[config.mk]
export PLATFORM = sky130hd
export DESIGN_NAME = led_driver
export DESIGN_NICKNAME = d
export VERILOG_FILES = /design/src/rtl/led_driver_pkg.sv /design/src/rtl/led_driver_prescaler.sv /design/src/rtl/led_driver.sv
export SDC_FILE = /design/constraint.sdc
export NUM_CORES = 1
export LEC_CHECK = 0
export CAP_MARGIN = 20
export CELL_PAD_IN_SITES_DETAIL_PLACEMENT = 0
export CELL_PAD_IN_SITES_GLOBAL_PLACEMENT = 1
export CORE_MARGIN = 2
export CORE_UTILIZATION = 45
export DETAILED_ROUTE_END_ITERATION = 10
export PLACE_DENSITY = 0.76
export SLEW_MARGIN = 20
export SYNTH_ARGS = -nofsm -noshare
export SYNTH_HDL_FRONTEND = slang
export SYNTH_HIERARCHICAL = 1
export SYNTH_SLANG_ARGS = --single-unit
[constraint.sdc]
create_clock -name clk -period 2.65 [get_ports clk]
set_clock_uncertainty 0.1 [all_clocks]
set_input_delay 0.53 -clock clk [delete_from_list [all_inputs] [get_ports clk]]
set_output_delay 0.53 -clock clk [all_outputs]
set_load 0.02 [all_outputs]
[src/rtl/led_driver_pkg.sv]
// Shared definitions for the LED output engine: channel mode encodings and duty width.
package led_driver_pkg;

    localparam int unsigned DUTY_W = 8;

    typedef enum logic [1:0] {
        MODE_OFF   = 2'b00,
        MODE_ON    = 2'b01,
        MODE_BLINK = 2'b10,
        MODE_PWM   = 2'b11
    } led_mode_e;

endpackage

[src/rtl/led_driver_prescaler.sv]
// Shared timebase for all LED channels: prescaler tick, free-running PWM counter
// and the global blink phase.
module led_driver_prescaler
    import led_driver_pkg::*;
#(
    parameter int unsigned PRESCALE  = 1000,
    parameter int unsigned BLINK_DIV = 128
) (
    input  logic              clk,
    input  logic              reset,
    output logic              tick,
    output logic [DUTY_W-1:0] pwm_cnt,
    output logic              phase
);

    localparam int unsigned PW = $clog2(PRESCALE);
    localparam int unsigned BW = (BLINK_DIV > 1) ? $clog2(BLINK_DIV) : 1;

    logic [PW-1:0] pre_cnt;
    logic [BW-1:0] blink_cnt;

    assign tick = (pre_cnt == PW'(PRESCALE - 1));

    always_ff @(posedge clk) begin
        if (reset) begin
            pre_cnt   <= '0;
            pwm_cnt   <= '0;
            blink_cnt <= '0;
            phase     <= 1'b0;
        end else if (tick) begin
            pre_cnt <= '0;
            pwm_cnt <= pwm_cnt + 1'b1;
            if (blink_cnt == BW'(BLINK_DIV - 1)) begin
                blink_cnt <= '0;
                phase     <= ~phase;
            end else begin
                blink_cnt <= blink_cnt + 1'b1;
            end
        end else begin
            pre_cnt <= pre_cnt + 1'b1;
        end
    end

endmodule

[src/rtl/led_driver.sv]
// Per-channel LED drive: mode/duty config registers written by LOAD, and a
// registered output computed from the shared timebase.
module led_driver
    import led_driver_pkg::*;
#(
    parameter int unsigned NUM_LEDS  = 2,
    parameter int unsigned PRESCALE  = 1000,
    parameter int unsigned BLINK_DIV = 128
) (
    input  logic                clk,
    input  logic                reset,
    input  logic                LOAD,
    input  logic [2:0]          SEL,
    input  logic [1:0]          MODE,
    input  logic [DUTY_W-1:0]   DUTY,
    output logic                TICK,
    output logic [NUM_LEDS-1:0] LED
);

    led_mode_e         mode [NUM_LEDS];
    logic [DUTY_W-1:0] duty [NUM_LEDS];
    logic [NUM_LEDS-1:0] led_next;
    logic [DUTY_W-1:0] pwm_cnt;
    logic              phase;

    led_driver_prescaler #(
        .PRESCALE (PRESCALE),
        .BLINK_DIV(BLINK_DIV)
    ) u_prescaler (
        .clk    (clk),
        .reset  (reset),
        .tick   (TICK),
        .pwm_cnt(pwm_cnt),
        .phase  (phase)
    );

    always_comb begin
        led_next = '0;
        for (int unsigned i = 0; i < NUM_LEDS; i++) begin
            case (mode[i])
                MODE_OFF:   led_next[i] = 1'b0;
                MODE_ON:    led_next[i] = 1'b1;
                MODE_BLINK: led_next[i] = phase;
                MODE_PWM:   led_next[i] = (pwm_cnt < duty[i]);
                default:    led_next[i] = 1'b0;
            endcase
        end
    end

    // Out-of-range SEL matches no channel, so such writes fall through untouched.
    always_ff @(posedge clk) begin
        if (reset) begin
            for (int unsigned i = 0; i < NUM_LEDS; i++) begin
                mode[i] <= MODE_OFF;
                duty[i] <= '0;
            end
            LED <= '0;
        end else begin
            for (int unsigned i = 0; i < NUM_LEDS; i++) begin
                if (LOAD && (SEL == 3'(i))) begin
                    mode[i] <= led_mode_e'(MODE);
                    duty[i] <= DUTY;
                end
            end
            LED <= led_next;
        end
    end

endmodule

==> results.txt, run 1 <==
----------------------------------------------------
[Run status]
  Run status ... finished clean

[Die]
  Starting utilization of the core area ... 0.464
  Core area ... between 5000 and 6000 um2
  Number of standard-cell rows in the floorplan ... 26
  Floorplan die area ... ~5800 um2
  Horiz. Die Dim ... 76.3 um
  Vertical die dimension ... ~76 um
  Total I/O pin count ... 19

[Yosys]
  Largest cells by area after synthesis ... edfxtp_1, dfxtp_1, ha_1
  Share of flip-flops with an asynchronous set or reset after synthesis ... 0
  Distinct cell type count after synthesis ... 39
  Mapped cell area ... roughly 2400 um2
  Synthesized instance count ... ~230
  Net count after synthesis ... 260
  Area leader, netlist ... edfxtp_1
  Most frequently used flop master after synthesis ... dfxtp_1
  Synthesis-stage register bit count ... 48
  Number of warnings printed during yosys synthesis ... 6
  Post-synth EDFFs ... 20
  Share of Yosys cell area claimed by the top area cell type ... 0.255
  Per-instance average area after synthesis ... between 10 and 15 um2
  Sequential area share after synthesis ... 0.494

[Clock network]
  Post-CTS setup buffers ... 0
  H-tree level count ... 2
  Clk slew on worst S/H paths ... roughly 80 ps
  Worst-skew pair later-pin latency ... about 290 ps
  CTS max path bufs ... 2
  Inserted Clock Buffers ... 5
  Clock Sinks ... 48
  Library cell used as clock root buffer ... clkbuf_8
  CTS tree ... yes

[Finish]
  Synthesis-to-finish area growth ... 15.2%
  Reg area ... between 1000 and 1500 um2
  Fill cells ... 478
  Area of the multi-input gates ... around 1100 um2
  Commonest cells after routing, fill and taps aside ... dfxtp_1, nor2_1, inv_1, edfxtp_1, clkdlybuf4s50_1
  # nets final ... around 290
  Share of the core filled with cells ... 0.534
  Share of layout cells above drive strength 1 ... 0.103
  Inserted Diodes ... 0
  Most common cell after layout, fill and taps aside ... dfxtp_1
  Non-filler cells, final ... roughly 320

[Global route]
  Initial antenna violation count ... 0
  Global-route wire length before repair ... roughly 7000 um
  Aggregate global-route resource usage ... 0.152
  Via count of the first global-routing pass ... 1598
  Largest net degree at the start of global routing ... 21
  Sum of overflow across all layers after global routing ... 0

[Worst hold path]
  Tightest Hold Check Type ... flop to flop

[Flow run]
  Max-cap viol count ... 0

[Routing]
  Via count ... roughly 1600
  Vias per std cell ... roughly 5
  Drt wl/cell ... roughly 12 um
  Wirelength, routed ... roughly 4000 um
  Pre-antenna DRT Iters ... 4
  1st-iter DRT viols ... 77
  DRC violation count after routing ... 0
  Residual antenna-violating net count after detailed routing ... 0

[STA]
  Portion of the clock cycle consumed by the worst path in the final layout ... 0.925
  Max Transition Viols Final ... 0
  Setup repair after global routing missed its margin ... false
  Finish-stage setup viols ... 0
  Peak Freq ... between 400 and 500 MHz
  Count of final hold-check violations ... 0
  Sum Neg Setup Slack ... 0 ps
  Minimum clock period after layout ... 2450 ps
  Worst relative slew slack ... 0.661
  Pin slew with the least headroom to its limit ... approximately 500 ps

[Power and ir drop]
  LEAKAGE ... between 1 and 1.5 nW
  Max VDD drop ... about 0.26 mV
  Power Density ... just under 500 nW/um2

[Placement]
  Placed insts ... 315
  Total of buffers placed on input and output ports ... 18
  Final Wtd Congestion ... between 0.7 and 0.8
  Post-detailed-placement half-perimeter wirelength ... 2920 um

[Setup path]
  Kind of critical path ... flop to output pin
  Worst EP arrival ... between 1500 and 2000 ps
  Required time worst endpoint ... around 2000 ps
  Kind of capture point of the worst setup path ... output pin
  CP Launch Type ... flop
  Critical path peak fanout ... 6

----------------------------------------------------
## area by class of cell
cell class | count | share of cell area
flip-flops and latches | 48 | 0.429
well taps | 70 | 0.0323
clock inverters | 1 | 0.00139
inverters | 21 | 0.0291
clock buffers | 7 | 0.0282
multi-input cells | 154 | 0.403
repair buffers | 22 | 0.0771
## worst max-delay path, stage by stage (launching register included)
cell and delay (ps):
dfxtp_1 380, ha_2 260, nand3b_4 120, or3_4 400
inv_2 60, dlygate4sd2_1 320
## metrics by stage
step	area [um2]	worst slack, ps	hold slack, ps	power, mW
floorplan	2350	559	330	0.877
global placement	2630	228	346	0.921
detailed placement	2630	202	360	0.922
CTS	2710	182	382	1.33
global route	2710	91.9	415	1.38
finish	2710	198	374	1.32
## report_power, final
group / total, mW / switching, mW / internal [mW]
clock network: 0.414 / 0.230 / 0.184
logic: 0.0947 / 0.0450 / 0.0497
registers: 0.808 / 0.0120 / 0.796
total: 1.32 / 0.287 / 1.03
## sequential cells by signal, indices dropped and copies added, names as in the netlist
register	flops
u_prescaler/pwm_cnt	8
u_prescaler/blink_cnt	7
LED	2
u_prescaler/phase	1
u_prescaler/pre_cnt	10
mode	4
duty	16
## per-layer routing
layer | part of all wire | GRT usage | wire length [um]
met1 | 0.50 | 0.192 | 1930
met2 | 0.46 | 0.247 | 1780
met3 | 0.026 | 0.0403 | 101
met4 | 0.018 | 0.0655 | 69
met5 | 0 | 0 | 0
## worst paths after layout
| check | cells past startpoint | slack (ps) | endpoint | from |
|---|---|---|---|---|
| max | 5 | 200 | TICK | u_prescaler/pre_cnt[0] |
| min | 1 | 370 | u_prescaler/pre_cnt[0] | u_prescaler/pre_cnt[0] |
| max reg2reg | 6 | 450 | u_prescaler/pwm_cnt[6] | u_prescaler/pre_cnt[0] |
| min reg2reg | 1 | 370 | u_prescaler/pre_cnt[0] | u_prescaler/pre_cnt[0] |
## kinds of logic (layout without fill, tap and decap cells)
group	after synthesis	after routing	synth area share
AND/OR/NAND/NOR	94	94	0.222
flip-flops	48	48	0.494
XOR/XNOR	15	15	0.0559
buffers and inverters	25	51	0.0431
AO/OA/AOI/OAI	25	25	0.0793
adder cells (fa/ha/maj)	17	17	0.0904
multiplexers	3	3	0.0160
## repair_timing
item                                    CTS  global route
hold buffers                              0             0
endpoints found under the setup margin    1             0
resized for setup                         2             0
hold endpoints to repair                  0             0
## cells in the mapped netlist (all sizes together), types with 4 or more instances
library cell,count
a21oi,8
and2,10
dfxtp,28
edfxtp,20
ha,17
inv,21
nand2,13
nand2b,4
nand3,14
nand3b,4
nor2,26
nor4,6
or3,4
xnor2,13
Power figures use the tool's default switching activity.
==> inputs of run 2 (changes only) <==
--- a/config.mk
+++ b/config.mk
@@ -5,6 +5,7 @@
 export SDC_FILE = /design/constraint.sdc
 export NUM_CORES = 1
 export LEC_CHECK = 0
+export ABC_CLOCK_PERIOD_IN_PS = 2650
 export CAP_MARGIN = 20
 export CELL_PAD_IN_SITES_DETAIL_PLACEMENT = 0
 export CELL_PAD_IN_SITES_GLOBAL_PLACEMENT = 1
==> results of run 2 <==
No change in the layout: final DEF, timing and power equal those of run 1.
==> inputs of run 3 (changes only) <==
--- a/config.mk
+++ b/config.mk
@@ -18,3 +18,4 @@
 export SYNTH_HDL_FRONTEND = slang
 export SYNTH_HIERARCHICAL = 1
 export SYNTH_SLANG_ARGS = --single-unit
+export TNS_END_PERCENT = 100
==> results of run 3 <==
No change in the layout: final DEF, timing and power equal those of run 1.
